$ cat src/rtl/trig_pkg.sv
// Shared types and channel-config bit positions for the multi-channel trigger engine.
// The per-channel match equation lives here so every slice evaluates it the same way.
package trig_pkg;

    localparam int CFG_DC   = 0;
    localparam int CFG_LOW  = 1;
    localparam int CFG_HIGH = 2;
    localparam int CFG_NEG  = 3;
    localparam int CFG_POS  = 4;

    typedef logic [4:0] chan_cfg_t;

    typedef enum logic [1:0] {
        IDLE,
        ARMED,
        QUAL,
        TRIGD
    } trig_state_t;

    function automatic logic chan_match(
        input chan_cfg_t cfg,
        input logic      h_q,
        input logic      l_q,
        input logic      neg_seen,
        input logic      pos_seen
    );
        return cfg[CFG_DC]
             | (cfg[CFG_LOW]  & ~l_q)
             | (cfg[CFG_HIGH] &  h_q)
             | (cfg[CFG_NEG]  &  neg_seen)
             | (cfg[CFG_POS]  &  pos_seen);
    endfunction

endpackage

$ cat src/rtl/chan_trig_slice.sv
// One trigger channel: comparator sample registers, sticky edge latches and the
// registered match bit. Edges are found against the previous sample, all on clk.
module chan_trig_slice
    import trig_pkg::*;
(
    input  logic      clk,
    input  logic      rst_n,
    input  logic      armed,
    input  chan_cfg_t cfg,
    input  logic      hff5,
    input  logic      lff5,
    output logic      match
);

    logic h_q;
    logic l_q;
    logic pos_seen;
    logic neg_seen;
    logic pos_evt;
    logic neg_evt;

    // Rising high-comparator and falling low-comparator are the interesting edges.
    assign pos_evt = hff5 & ~h_q;
    assign neg_evt = ~lff5 & l_q;

    always_ff @(posedge clk or negedge rst_n) begin
        if (!rst_n) begin
            h_q      <= 1'b0;
            l_q      <= 1'b0;
            pos_seen <= 1'b0;
            neg_seen <= 1'b0;
            match    <= 1'b0;
        end else begin
            h_q      <= hff5;
            l_q      <= lff5;
            pos_seen <= armed & (pos_seen | pos_evt);
            neg_seen <= armed & (neg_seen | neg_evt);
            match    <= chan_match(cfg, h_q, l_q, neg_seen, pos_seen);
        end
    end

endmodule

$ cat src/rtl/multi_chan_trigger.sv
// N-channel trigger engine: per-channel slices, AND/OR combine, min-width qualification,
// sticky trigger flag. Optional trigger timestamp enabled by defining TRIG_TIMESTAMP_EN.
//
// state | meaning
// IDLE  | disarmed, all trigger state cleared
// ARMED | armed, waiting for the combined match
// QUAL  | combined match present, counting toward min_width
// TRIGD | triggered; sticky until armed drops
module multi_chan_trigger
    import trig_pkg::*;
#(
    parameter int NUM_CH = 5,
    parameter int QUAL_W = 8,
    parameter int TS_W   = 16
) (
    input  logic                clk,
    input  logic                rst_n,
    input  logic                armed,
    input  logic [5*NUM_CH-1:0] trig_cfg,
    input  logic                combine_or,
    input  logic [QUAL_W-1:0]   min_width,
    input  logic [NUM_CH-1:0]   ch_hff5,
    input  logic [NUM_CH-1:0]   ch_lff5,
    output logic                trig_pulse,
    output logic                triggered,
    output logic [NUM_CH-1:0]   ch_match,
    output logic [TS_W-1:0]     trig_ts
);

    trig_state_t       state;
    trig_state_t       state_nxt;
    logic [QUAL_W-1:0] qcnt;
    logic [QUAL_W-1:0] qcnt_nxt;
    logic [QUAL_W-1:0] qual_last;
    logic              combined;
    logic              pulse_nxt;

    for (genvar i = 0; i < NUM_CH; i++) begin : g_chan
        chan_trig_slice u_slice (
            .clk   (clk),
            .rst_n (rst_n),
            .armed (armed),
            .cfg   (trig_cfg[5*i +: 5]),
            .hff5  (ch_hff5[i]),
            .lff5  (ch_lff5[i]),
            .match (ch_match[i])
        );
    end

    assign combined = combine_or ? (|ch_match) : (&ch_match);

    // Count of combined cycles needed beyond the first; min_width of 0 behaves as 1.
    assign qual_last = (min_width == '0) ? '0 : (min_width - QUAL_W'(1));

    always_comb begin
        state_nxt = state;
        qcnt_nxt  = qcnt;
        case (state)
            IDLE: begin
                qcnt_nxt = '0;
                if (armed) state_nxt = ARMED;
            end
            ARMED: begin
                qcnt_nxt = '0;
                if (combined) begin
                    if (qual_last == '0) begin
                        state_nxt = TRIGD;
                    end else begin
                        state_nxt = QUAL;
                        qcnt_nxt  = QUAL_W'(1);
                    end
                end
            end
            QUAL: begin
                if (!combined) begin
                    state_nxt = ARMED;
                    qcnt_nxt  = '0;
                end else if (qcnt >= qual_last) begin
                    state_nxt = TRIGD;
                end else if (qcnt != '1) begin
                    qcnt_nxt = qcnt + QUAL_W'(1);
                end
            end
            TRIGD: begin
                state_nxt = TRIGD;
            end
            default: begin
                state_nxt = IDLE;
                qcnt_nxt  = '0;
            end
        endcase
        if (!armed) begin
            state_nxt = IDLE;
            qcnt_nxt  = '0;
        end
    end

    assign pulse_nxt = (state_nxt == TRIGD) && (state != TRIGD);

    always_ff @(posedge clk or negedge rst_n) begin
        if (!rst_n) begin
            state      <= IDLE;
            qcnt       <= '0;
            trig_pulse <= 1'b0;
            triggered  <= 1'b0;
        end else begin
            state      <= state_nxt;
            qcnt       <= qcnt_nxt;
            trig_pulse <= pulse_nxt;
            triggered  <= (state_nxt == TRIGD);
        end
    end

`ifdef TRIG_TIMESTAMP_EN
    logic [TS_W-1:0] ts_cnt;

    // Captures the counter value seen during the trig_pulse cycle; survives disarm.
    always_ff @(posedge clk or negedge rst_n) begin
        if (!rst_n) begin
            ts_cnt  <= '0;
            trig_ts <= '0;
        end else begin
            ts_cnt <= ts_cnt + TS_W'(1);
            if (pulse_nxt) trig_ts <= ts_cnt + TS_W'(1);
        end
    end
`else
    assign trig_ts = '0;
`endif

endmodule

$ cat config.mk
export PLATFORM = sky130hd
export DESIGN_NAME = multi_chan_trigger
export DESIGN_NICKNAME = d
export VERILOG_FILES = /design/src/rtl/trig_pkg.sv /design/src/rtl/chan_trig_slice.sv /design/src/rtl/multi_chan_trigger.sv
export SDC_FILE = /design/constraint.sdc
export NUM_CORES = 1
export LEC_CHECK = 0
export CELL_PAD_IN_SITES_DETAIL_PLACEMENT = 1
export CELL_PAD_IN_SITES_GLOBAL_PLACEMENT = 1
export CORE_ASPECT_RATIO = 1.5
export CORE_MARGIN = 3
export CORE_UTILIZATION = 38
export DETAILED_ROUTE_END_ITERATION = 7
export PLACE_DENSITY = 0.85
export SYNTH_ARGS = -nofsm -noshare
export SYNTH_HDL_FRONTEND = slang
export SYNTH_SLANG_ARGS = --single-unit
$ cat constraint.sdc
create_clock -name clk -period 5.4 [get_ports clk]
set_input_delay 1.08 -clock clk [delete_from_list [all_inputs] [get_ports clk]]
set_output_delay 1.08 -clock clk [all_outputs]
set_load 0.01 [all_outputs]
### After elaboration in Yosys (flattened, before gate mapping)

Index checks and enable logic that the tools add are counted.
W data, S select, Z words.

* register bits: 37
* input bits: 47
* output and inout bits: 23

* add/subtract/negate cells: 2
* magnitude comparators: 1
* equality and inequality tests: 9
* multiplexer cells: 15
* bitwise gates (word level): 85
* reduce and logical (&&, ||, !) cells: 7

Operators with widths (number)
* $and A1 B1 Y1: 40
* $mux W8: 5
* $or A1 B1 Y1: 30
* $pmux W8 S3: 1
* $logic_not A8 Y1: 2
* $not A1 Y1: 15
* $add A8 B1 Y8 const B: 1
* $ge A8 B8 Y1: 1
* $mux W2: 4
* $ne A4 B4 Y1 const B: 2
* $ne A8 B8 Y1 const B: 1
* $pmux W2 S4: 1
* $sub A8 B1 Y8 const B: 1
* $eq A2 B2 Y1 const B: 3
* $reduce_and A5 Y1: 1
* $reduce_or A5 Y1: 1
* $mux W1: 4
* $ne A4 B1 Y1 const B: 1
* $reduce_and A3 Y1: 1
* $eq A2 B1 Y1 const B: 1
* $logic_not A2 Y1: 1
* $ne A2 B2 Y1 const B: 1
* $logic_and A1 B1 Y1: 1

### Depth between registers and ports, before layout

Gate-level depths: netlist (run 1).

* word-level depth: 9
* mapped depth: 12
* mapped depth without buffers: 12

### Modules after synthesis

From an unflattened synthesis (run 1), not the netlist that was laid out.

* cells, all modules: 205
* area, all modules: 2172.1 um^2

Modules (own cells, without submodules)
* multi_chan_trigger: instances 1, cells each 145, area each 1277.5 um^2, sequential area each 300.3 um^2
* chan_trig_slice: instances 5, cells each 12, area each 178.9 um^2, sequential area each 125.1 um^2

### Worst setup path after synthesis (run 1)

Ideal clock, no wire load.

* path kind: input -> register
* start point: input port min_width[0]
* end point: register qcnt[3]
* arrival time: 3.783 ns
* required time: 5.313 ns
* slack: 1.530 ns
* stages: 12
* path buffers: 1
* cells stage by stage: inv_1 -> ha_1 -> or3b_1 -> clkbuf_1 -> nor3_1 -> mux2i_1 -> ha_1 -> a21o_1 -> a221oi_2 -> o211ai_1 -> or4_1 -> o211ai_1

* cells in the longest elaborated chain, start to end: 5
* elaborated cells between the ends (all ways): 6
* those cells by class: add/sub: 1; order compare: 1; eq/ne: 1; mux: 1; reduce/logical: 2

Ends and longest elaborated chain
* from (decl): line multi_chan_trigger.sv:21 `input logic [QUAL_W-1:0] min_width,`
* $sub A8 B1 Y8 / $logic_not A8 Y1 (equally long branches): line multi_chan_trigger.sv:53 `assign qual_last = (min_width == '0) ? '0 : (min_width - QUAL_W'(1));`
* $mux W8 *: line multi_chan_trigger.sv:53
* $ge A8 B8 Y1 *: line multi_chan_trigger.sv:78 `end else if (qcnt >= qual_last) begin`
* $ne A4 B4 Y1 (no source line) *
* $reduce_and A3 Y1 (no source line) *
* to (signal assigned): line multi_chan_trigger.sv:108 `qcnt <= qcnt_nxt;`
* to (decl): line multi_chan_trigger.sv:32 `logic [QUAL_W-1:0] qcnt;`

Mark *: on every way between the ends. The rest lies on a longest branch, timed or not.
A chain may end at the register's enable or synchronous reset.

### Worst setup path after layout (run 1)

* start point: input port min_width[2]
* end point: register qcnt[1]

The elaborated chain is that of the path after synthesis.

==> results.yml, run 1 <==
outcome:
  run_status: "complete, no violations"
timing:
  slew_headroom_pct: 56.2
  fin_setup_tns_ns: 0
  maxSlewViolCount: 0
  setup_viol: 0
  fin_skew_ns: 0.00785
  hold_viol_final: 0
  fmax_mhz: 225
  tightest_slew_ns: 0.655
  rsz0062_at_grt: "false"
  period_needed_ns: 4.45
  period_share_pct: 82.5
  whs_ns: 0.497
clock_tree:
  cts_resized: 0
  clock_latency_ns: 0.29
  cts-hold-fix-buffers: 0
  cts_buffer_depth: 2
  cts_max_level: 2
  post_cts_buffers: 0
  cts_sinks: 37
  clk_transition_reported_paths_ns: 0.07
  cts-buffers-inserted: 5
  root_buffer: "clkbuf_8"
  cts_tree: "built"
synthesis:
  synth_edf_count: 0
  ys_async_sr_fraction_pct: 100
  synthFlopType: "dfrtp_1"
  synthesis.area_um2: 2290
  synth_area_per_cell_um2: 9.66
  ys_seq_elements: 37
  yosysUniqueCellTypes: 52
  synthCells: 237
  synth_warnings: 0
  synth-seq-area-share_pct: 40.5
power_and_ir_drop:
  p_leak_nw: 1.25
  combPwrFrac_pct: 20.2
  power_density_nw_per_um2: 215
  p_clk_share_pct: 31.2
  switching_share_pct: 26.3
  ir_drop_mv: 0.161
  p_sw_mw: 0.163
  seq_power_share_pct: 48.6
  p_int_mw: 0.457
finish:
  syn_to_final_growth_pct: 26.2
  diodes: 0
  fin_nets: 350
  drive_gt1_share_pct: 5.88
  fillers: 672
die:
  rows: 34
  floorplan.initialDensity_pct: 39.3
  dieHeight_um: 101
  pin_count: 70
  coreArea_um2: 5830
  die_w_um: 69.4
  die_area_um2: 7010
critical_path:
  crit_buf_inv: 2
  arrival_ns: 4.67
  crit_chain: "clkdlybuf4s50_1 > or4_4 > nor4_4 > mux2i_1 > inv_1 > ha_1 > and3_1 > a221oi_2 > o211ai_1 > a31oi_2 > mux2i_1"
  crit_top_cell: "mux2i_1"
  r2r_cells: 6
  cp-start-kind: "input port"
  critPathTopFamily: "compound AO/OA/AOI/OAI gates"
  required_ns: 5.61
  cp_max_fo: 7
  crit_start: "min_width[2]"
  cp_slowest_stage_delay_ns: 0.57
  worstSetupPathType: "in -> reg"
  crit_path_end_kind: "flop"
  worst_path_max_delay_cell: "or4_4"
  reg2reg_from: "qcnt[6]$_DFFE_PN0P_"
  reg2reg_to: "qcnt[1]$_DFFE_PN0P_"
  rrSetupSlack_ns: 3.00
worst_hold_path:
  hold_path_end: "g_chan[3].u_slice.neg_seen$_DFF_PN0_"
  whs_path_depth: 1
  hold_path.startpoint: "g_chan[3].u_slice.neg_seen$_DFF_PN0_"
  worstHoldPathType: "reg -> reg"
global_route:
  antenna_found_initial: 0
  grt_pass1_wl_mm: 9.21
  grt_pass1_vias: 2044
  grt_use_total_pct: 16.0
  overflow: 0
  grt_start_max_net_pins: 38
detailed_routing:
  drt_iter0_markers: 43
  avgViaCountPerCell: 5.39
  num_vias: 1946
  first_pass_iters: 4
  avgRoutedWirePerCell_um: 15.3
  ant_nets: 0
  drc: 0
  wirelength_mm: 5.54
flow_run:
  maxCapViolations: 0
placement:
  portBuffers: 53
  gp_congestion: 0.819
  dpl.hpwl_mm: 4.49
stage by stage:
stage          utilization (%)  cells  total power [mW]  cell area (um2)  setup slack, ns
3_5_place_dp              48.1    354             0.433             2800            0.626
3_3_place_gp              48.1    354             0.429             2800            0.742
6_report                  49.6    361             0.620             2890            0.946
2_1_floorplan                -    252             0.377             2340             1.53
5_1_grt                   49.6    361             0.652             2890            0.694
4_1_cts                   49.6    361             0.627             2890            0.899
logic make-up after synthesis:
kind of cell / after synthesis / share of synthesized area [%]
AO/OA/AOI/OAI: 65 / 21.8
XOR/XNOR: 2 / 0.766
adder cells (fa/ha/maj): 14 / 7.65
buffers and inverters: 42 / 10.4
flip-flops: 37 / 40.5
multiplexers: 3 / 1.31
other: 1 / 0.164
AND/OR/NAND/NOR: 73 / 17.5
Yosys cell counts (all sizes together), types with 2 or more instances:
library cell	instances	area (um2)
o21ai	4	20.0
nand2b	3	18.8
a31oi	6	43.8
inv	18	67.6
nor3	3	15.0
or3	3	23.8
a211oi	3	27.5
nand2	16	60.1
a21o	4	30.0
a22oi	2	15.0
nor2b	6	37.5
nor2	17	63.8
clkbuf	2	7.51
mux2i	3	30.0
o211a	2	20.0
o211ai	6	45.0
dfrtp	37	926
or2	2	12.5
ha	14	175
o21a	10	75.1
buf	22	163
a21boi	2	15.0
a222oi	5	50.1
xor2	2	17.5
or4	4	37.5
a21oi	11	55.1
nand3	8	40.0
and2	4	25.0
cells in the final DEF (no fill, tap or decap), types with 4 or more instances in the layout:
cell	n
nor2b_1	6
a222oi_1	5
and2_1	4
dfrtp_1	37
clkbuf_8	6
ha_1	14
nand2_1	16
a31oi_1	5
nand3_1	8
inv_1	18
clkdlybuf4s50_1	53
conb_1	16
o21ai_0	4
nor2_1	17
a21oi_1	11
o21a_1	10
a21o_1	4
o211ai_1	6
per-layer routing:
metal  vias to the layer above  part of all wire, %  global-route usage, %  wire length [um]
li1                        922                    -                      -                 -
met1                       957                   38                   17.0              2130
met2                        59                   55                   31.1              3050
met3                         8                  5.4                   3.79               297
met4                         0                  1.1                   4.66                60
met5                         -                    0                      0                 0
power groups by stage:
stage	Sequential, mW	Combinational, mW	Clock, mW
finish	0.301	0.126	0.194
global route	0.303	0.140	0.209
global placement	0.306	0.123	0
floorplan	0.303	0.0734	0
detailed placement	0.306	0.127	0
CTS	0.301	0.127	0.199
cell type report:
type | instances | area [um2] | share of cell area [%]
Multi-Input combinational cell | 173 | 1180 | 40.9
Inverter | 18 | 67.6 | 2.34
Tap cell | 72 | 90.1 | 3.12
Clock buffer | 7 | 86.3 | 2.99
Sequential cell | 37 | 926 | 32.0
Timing Repair Buffer | 54 | 538 | 18.6
worst reg2reg max path, cell delays in order (launching register included):
cell and delay, ns:
dfrtp_1 0.44, ha_1 0.33, a21o_1 0.19, a221oi_2 0.39
o211ai_1 0.28, a31oi_2 0.47, mux2i_1 0.23
sequential cells by signal, summed over array words and instances, names as in the netlist:
name	count
triggered	1
g_chan.u_slice.h_q	5
g_chan.u_slice.match	5
g_chan.u_slice.l_q	5
g_chan.u_slice.neg_seen	5
state	2
g_chan.u_slice.pos_seen	5
qcnt	8
trig_pulse	1
how the worst max path moves through the flow:
stage | end | slack [ns] | cells after the start
2_1_floorplan | qcnt[3]$_DFFE_PN0P_ | 1.53 | 12
3_3_place_gp | qcnt[1]$_DFFE_PN0P_ | 0.74 | 11
4_1_cts | qcnt[1]$_DFFE_PN0P_ | 0.90 | 11
6_report | qcnt[1]$_DFFE_PN0P_ | 0.95 | 11
5_1_grt | qcnt[1]$_DFFE_PN0P_ | 0.69 | 11
3_5_place_dp | qcnt[1]$_DFFE_PN0P_ | 0.63 | 11
Note: power is estimated with default switching activity, not from simulation.
==> run 2, diff against run 1 <==
--- a/config.mk
+++ b/config.mk
@@ -9,9 +9,9 @@
 export CELL_PAD_IN_SITES_GLOBAL_PLACEMENT = 1
 export CORE_ASPECT_RATIO = 1.5
 export CORE_MARGIN = 3
-export CORE_UTILIZATION = 38
+export CORE_UTILIZATION = 32
 export DETAILED_ROUTE_END_ITERATION = 7
-export PLACE_DENSITY = 0.85
+export PLACE_DENSITY = 0.76
 export SYNTH_ARGS = -nofsm -noshare
 export SYNTH_HDL_FRONTEND = slang
 export SYNTH_SLANG_ARGS = --single-unit
==> constraint.sdc (replaced) <==
create_clock -name clk -period 3.9 [get_ports clk]
set_input_delay 0.78 -clock clk [delete_from_list [all_inputs] [get_ports clk]]
set_output_delay 0.78 -clock clk [all_outputs]
set_load 0.01 [all_outputs]
==> results.yml, run 2 (synthesis gave the netlist of run 1 again) <==
finish:
  final_common_cell: "clkdlybuf4s50_1"
  final_util_pct: 44.9
  multi_input_area_um2: 1200
  mostFrequentLayoutCells: "clkdlybuf4s50_1 (52), dfrtp_1 (37), buf_4 (22)"
  largest_register_ffs: 8
  final_area_um2: 3100
  seqCellArea_um2: 926
  fillers: 796
  fin_cells: 389
  drive_gt1_share_pct: 14.1
  largest-register: "qcnt"
  syn_to_final_growth_pct: 35.3
  diodes: 0
  fin_nets: 371
timing:
  period_needed_ns: 3.74
  fin_skew_ns: 0.00565
  setup_ws_ns: 0.156
  fmax_mhz: 267
  slew_headroom_pct: 45.3
  maxSlewViolCount: 0
  setup_viol: 0
  hold_viol_final: 0
  period_share_pct: 96.0
  tightest_slew_ns: 0.821
placement:
  dpl.hpwl_mm: 4.82
  gp_congestion: 0.883
  portBuffers: 53
  dpl_cell_area_um2: 2960
  dp.cells: 380
  pre_cts_ws_ns: -0.231
global_route:
  grt_pass1_vias: 2019
  grt_start_max_net_pins: 38
  grt_use_total_pct: 14.9
  grt_pass1_wl_mm: 9.45
  antenna_found_initial: 0
  overflow: 0
power_and_ir_drop:
  combPwrFrac_pct: 20.0
  ir_drop_mv: 0.244
  p_int_mw: 0.713
  p_clk_share_pct: 36.2
  p_sw_mw: 0.238
  p_leak_nw: 1.36
  power_density_nw_per_um2: 307
  switching_share_pct: 25.0
  seq_power_share_pct: 43.8
detailed_routing:
  drc: 0
  avgRoutedWirePerCell_um: 15.3
  wirelength_mm: 5.94
  drt_iter0_markers: 60
  first_pass_iters: 4
  ant_nets: 0
  num_vias: 2015
  avgViaCountPerCell: 5.18
outcome:
  run_status: "complete, no violations"
clock_tree:
  cts_buffer_depth: 2
  root_buffer: "clkbuf_8"
  cts_sinks: 37
  clk_transition_reported_paths_ns: 0.08
  cts_max_level: 2
  cts_tree: "built"
  cts-buffers-inserted: 5
  clock_latency_ns: 0.29
  cts-hold-fix-buffers: 0
flow_run:
  maxCapViolations: 0
die:
  dieHeight_um: 110
  die_area_um2: 8220
  die_w_um: 75.0
  pin_count: 70
  rows: 37
  coreArea_um2: 6900
  floorplan.initialDensity_pct: 33.2
critical_path:
  worst_path_max_delay_cell: "or4_1"
  arrival_ns: 3.95
  crit_path_end_kind: "flop"
  crit_buf_inv: 2
  crit_top_cell: "o211ai_1"
  reg2reg_from: "qcnt[6]$_DFFE_PN0P_"
  cp-start-kind: "input port"
  required_ns: 4.11
  cp_max_fo: 5
  crit_chain: "clkdlybuf4s50_1 > inv_2 > ha_2 > or3b_4 > nor3_4 > mux2i_1 > ha_1 > a21o_1 > a221oi_2 > o211ai_1 > or4_1 > o211ai_1"
  worstSetupPathType: "in -> reg"
  r2r_cells: 6
  reg2reg_to: "qcnt[3]$_DFFE_PN0P_"
  critPathTopFamily: "simple AND/OR/NAND/NOR gates"
  cp_slowest_stage_delay_ns: 0.53
  crit_start: "min_width[0]"
  rrSetupSlack_ns: 1.71
worst_hold_path:
  worstHoldPathType: "reg -> reg"
  hold_path_end: "g_chan[1].u_slice.neg_seen$_DFF_PN0_"
  hold_path.startpoint: "g_chan[1].u_slice.neg_seen$_DFF_PN0_"
  whs_path_depth: 1
[run 2: changes by cell type in the layout (fill, tap and decap cells not counted), sizes merged]
cell	change
bufinv	+1
buf	+22
clkdlybuf4s50	-1
[run 2: worst max-delay path by stage]
stage                           to  slack [ns]  cells past startpoint
6_report       qcnt[3]$_DFFE_PN0P_        0.16                     12
5_1_grt        qcnt[3]$_DFFE_PN0P_     -0.0009                     11
4_1_cts        qcnt[3]$_DFFE_PN0P_        0.05                     12
3_5_place_dp   qcnt[3]$_DFFE_PN0P_       -0.23                     12
3_3_place_gp   qcnt[3]$_DFFE_PN0P_       -0.11                     11
2_1_floorplan  qcnt[3]$_DFFE_PN0P_        0.33                     12
[run 2: layout make-up]
type | count | area share [%]
Multi-Input combinational cell | 173 | 38.7
Tap cell | 78 | 3.15
Sequential cell | 37 | 29.9
Clock buffer | 7 | 2.79
Timing Repair Buffer | 75 | 22.3
Clock inverter | 1 | 0.970
Inverter | 18 | 2.18
[run 2: worst register-to-register path: stages (launching register included)]
cell,delay (ns)
dfrtp_1,0.45
ha_1,0.32
a21o_1,0.19
a221oi_2,0.29
o211ai_1,0.22
or4_1,0.53
o211ai_1,0.11
[run 2: repair_timing]
item                                    4_1_cts  5_1_grt
endpoints found under the setup margin        0        6
resized for setup                             0        5
buffers inserted                              0        1
[run 2: per-layer routing]
| layer | up-vias | GRT usage, % | routed length, um |
|---|---|---|---|
| li1 | 966 | - | - |
| met2 | 61 | 28.4 | 3330 |
| met1 | 981 | 15.9 | 2230 |
| met4 | 0 | 4.20 | 62 |
| met5 | - | 0 | 0 |
| met3 | 7 | 3.02 | 317 |
[run 2: power by group through the flow]
stage               registers, mW  clock network (mW)  logic, mW
global route                0.419               0.373      0.210
CTS                         0.417               0.354      0.190
global placement            0.423                   0      0.184
detailed placement          0.424                   0      0.189
finish                      0.417               0.344      0.190
floorplan                   0.420                   0      0.102
[run 2: metrics by stage]
stage	power, mW	TNS [ns]	hold slack, ns
3_5_place_dp	0.613	-1.26	0.483
4_1_cts	0.961	0	0.506
6_report	0.951	0	0.502
5_1_grt	1.00	-0.000922	0.528
2_1_floorplan	0.522	0	0.463
3_3_place_gp	0.608	-0.310	0.476
==> run 3, diff against run 2 <==
--- a/config.mk
+++ b/config.mk
@@ -5,13 +5,15 @@
 export SDC_FILE = /design/constraint.sdc
 export NUM_CORES = 1
 export LEC_CHECK = 0
+export ABC_AREA = 0
 export CELL_PAD_IN_SITES_DETAIL_PLACEMENT = 1
 export CELL_PAD_IN_SITES_GLOBAL_PLACEMENT = 1
 export CORE_ASPECT_RATIO = 1.5
 export CORE_MARGIN = 3
-export CORE_UTILIZATION = 32
+export CORE_UTILIZATION = 36
+export CTS_BUF_LIST = sky130_fd_sc_hd__clkbuf_4
 export DETAILED_ROUTE_END_ITERATION = 7
-export PLACE_DENSITY = 0.76
+export PLACE_DENSITY = 0.81
 export SYNTH_ARGS = -nofsm -noshare
 export SYNTH_HDL_FRONTEND = slang
 export SYNTH_SLANG_ARGS = --single-unit
==> constraint.sdc (replaced) <==
create_clock -name clk -period 4.3 [get_ports clk]
set_input_delay 0.86 -clock clk [delete_from_list [all_inputs] [get_ports clk]]
set_output_delay 0.86 -clock clk [all_outputs]
set_load 0.01 [all_outputs]
==> results.yml, run 3 (synthesis gave the netlist of run 1 again) <==
outcome:
  run_status: "complete, no violations"
finish:
  largest_register_ffs: 8
  final_util_pct: 47.0
  multi_input_area_um2: 1180
  fin_cells: 370
  final_area_um2: 2900
  fin_nets: 357
  syn_to_final_growth_pct: 26.8
  diodes: 0
  final_common_cell: "clkdlybuf4s50_1"
  mostFrequentLayoutCells: "clkdlybuf4s50_1 (52), dfrtp_1 (37), inv_1 (18)"
  fillers: 717
  drive_gt1_share_pct: 8.45
  largest-register: "qcnt"
  seqCellArea_um2: 926
placement:
  portBuffers: 53
  gp_congestion: 0.794
  dpl_cell_area_um2: 2850
  dpl.hpwl_mm: 4.73
  dp.cells: 363
power_and_ir_drop:
  power_density_nw_per_um2: 248
  ir_drop_mv: 0.164
  p_leak_nw: 1.26
global_route:
  antenna_found_initial: 0
  grt_pass1_wl_mm: 9.98
  overflow: 0
  grt_pass1_vias: 2124
  grt_start_max_net_pins: 38
  grt_use_total_pct: 16.6
clock_tree:
  cts_resized: 0
  clk_transition_reported_paths_ns: 0.12
  cts-hold-fix-buffers: 0
  root_buffer: "clkbuf_4"
  cts_buffer_depth: 2
  clock_latency_ns: 0.34
  cts-buffers-inserted: 5
  cts_tree: "built"
  cts_sinks: 37
  post_cts_buffers: 0
  cts_max_level: 2
detailed_routing:
  wirelength_mm: 5.78
  num_vias: 1980
  drt_iter0_markers: 38
  avgViaCountPerCell: 5.35
  drc: 0
  ant_nets: 0
  avgRoutedWirePerCell_um: 15.6
  first_pass_iters: 5
timing:
  rsz0062_at_grt: "false"
  fin_setup_tns_ns: 0
  period_share_pct: 93.1
  maxSlewViolCount: 0
  tightest_slew_ns: 0.827
  setup_viol: 0
  hold_viol_final: 0
  fin_skew_ns: 0.0140
  period_needed_ns: 4.00
  fmax_mhz: 250
  slew_headroom_pct: 44.9
critical_path:
  crit_chain: "clkdlybuf4s50_1 > inv_1 > ha_1 > or3b_1 > nor3_1 > mux2i_1 > ha_1 > a21o_1 > a221oi_2 > o211ai_1 > a31oi_2 > mux2i_1"
  worst_path_max_delay_cell: "clkdlybuf4s50_1"
  arrival_ns: 4.28
  cp-start-kind: "input port"
  worstSetupPathType: "in -> reg"
  crit_buf_inv: 2
  cp_max_fo: 7
  crit_path_end_kind: "flop"
  critPathTopFamily: "compound AO/OA/AOI/OAI gates"
  required_ns: 4.58
  cp_slowest_stage_delay_ns: 0.47
die:
  rows: 35
  dieHeight_um: 104
  coreArea_um2: 6170
  pin_count: 70
  floorplan.initialDensity_pct: 37.1
  die_area_um2: 7370
  die_w_um: 71.1
worst_hold_path:
  worstHoldPathType: "reg -> reg"
flow_run:
  maxCapViolations: 0
run 3: report_power, final:
group / switching (mW) / internal (mW)
logic: 0.0777 / 0.0851
clock network: 0.114 / 0.0658
registers: 0.0125 / 0.365
run 3: layout make-up:
| cell class | count | share of cell area, % |
|---|---|---|
| sequential | 37 | 31.9 |
| multi-input combinational | 173 | 40.7 |
| timing repair buffer | 61 | 20.2 |
| inverter | 18 | 2.33 |
| clock buffer | 6 | 1.55 |
| tap | 74 | 3.19 |
| clock inverter | 1 | 0.129 |
run 3: final timing paths:
kind | from | end | slack [ns] | depth (start not counted)
worst max-delay path | min_width[0] | qcnt[1]$_DFFE_PN0P_ | 0.30 | 12
worst min-delay path | g_chan[0].u_slice.pos_seen$_DFF_PN0_ | g_chan[0].u_slice.pos_seen$_DFF_PN0_ | 0.51 | 1
worst max register to register | qcnt[6]$_DFFE_PN0P_ | qcnt[1]$_DFFE_PN0P_ | 1.99 | 6
worst min register to register | g_chan[0].u_slice.pos_seen$_DFF_PN0_ | g_chan[0].u_slice.pos_seen$_DFF_PN0_ | 0.51 | 1
max in group asynchronous | rst_n | g_chan[2].u_slice.match$_DFF_PN0_ | 3.18 | 1
min in group asynchronous | rst_n | qcnt[0]$_DFFE_PN0P_ | 0.61 | 1
run 3: layer usage:
layer,vias up,GRT usage [%],wire length (um)
met1,970,17.7,2080
met2,60,30.8,3190
met3,11,4.37,371
met4,0,5.65,131
li1,939,-,-
met5,-,0,0
run 3: stage by stage:
stage | hold slack [ns] | worst slack (ns) | power, mW
after floorplan | 0.463 | 0.650 | 0.473
after global placement | 0.480 | 0.117 | 0.543
after detailed placement | 0.487 | -0.0738 | 0.548
after CTS | 0.511 | 0.283 | 0.728
after global routing | 0.527 | 0.0660 | 0.766
final | 0.511 | 0.298 | 0.720
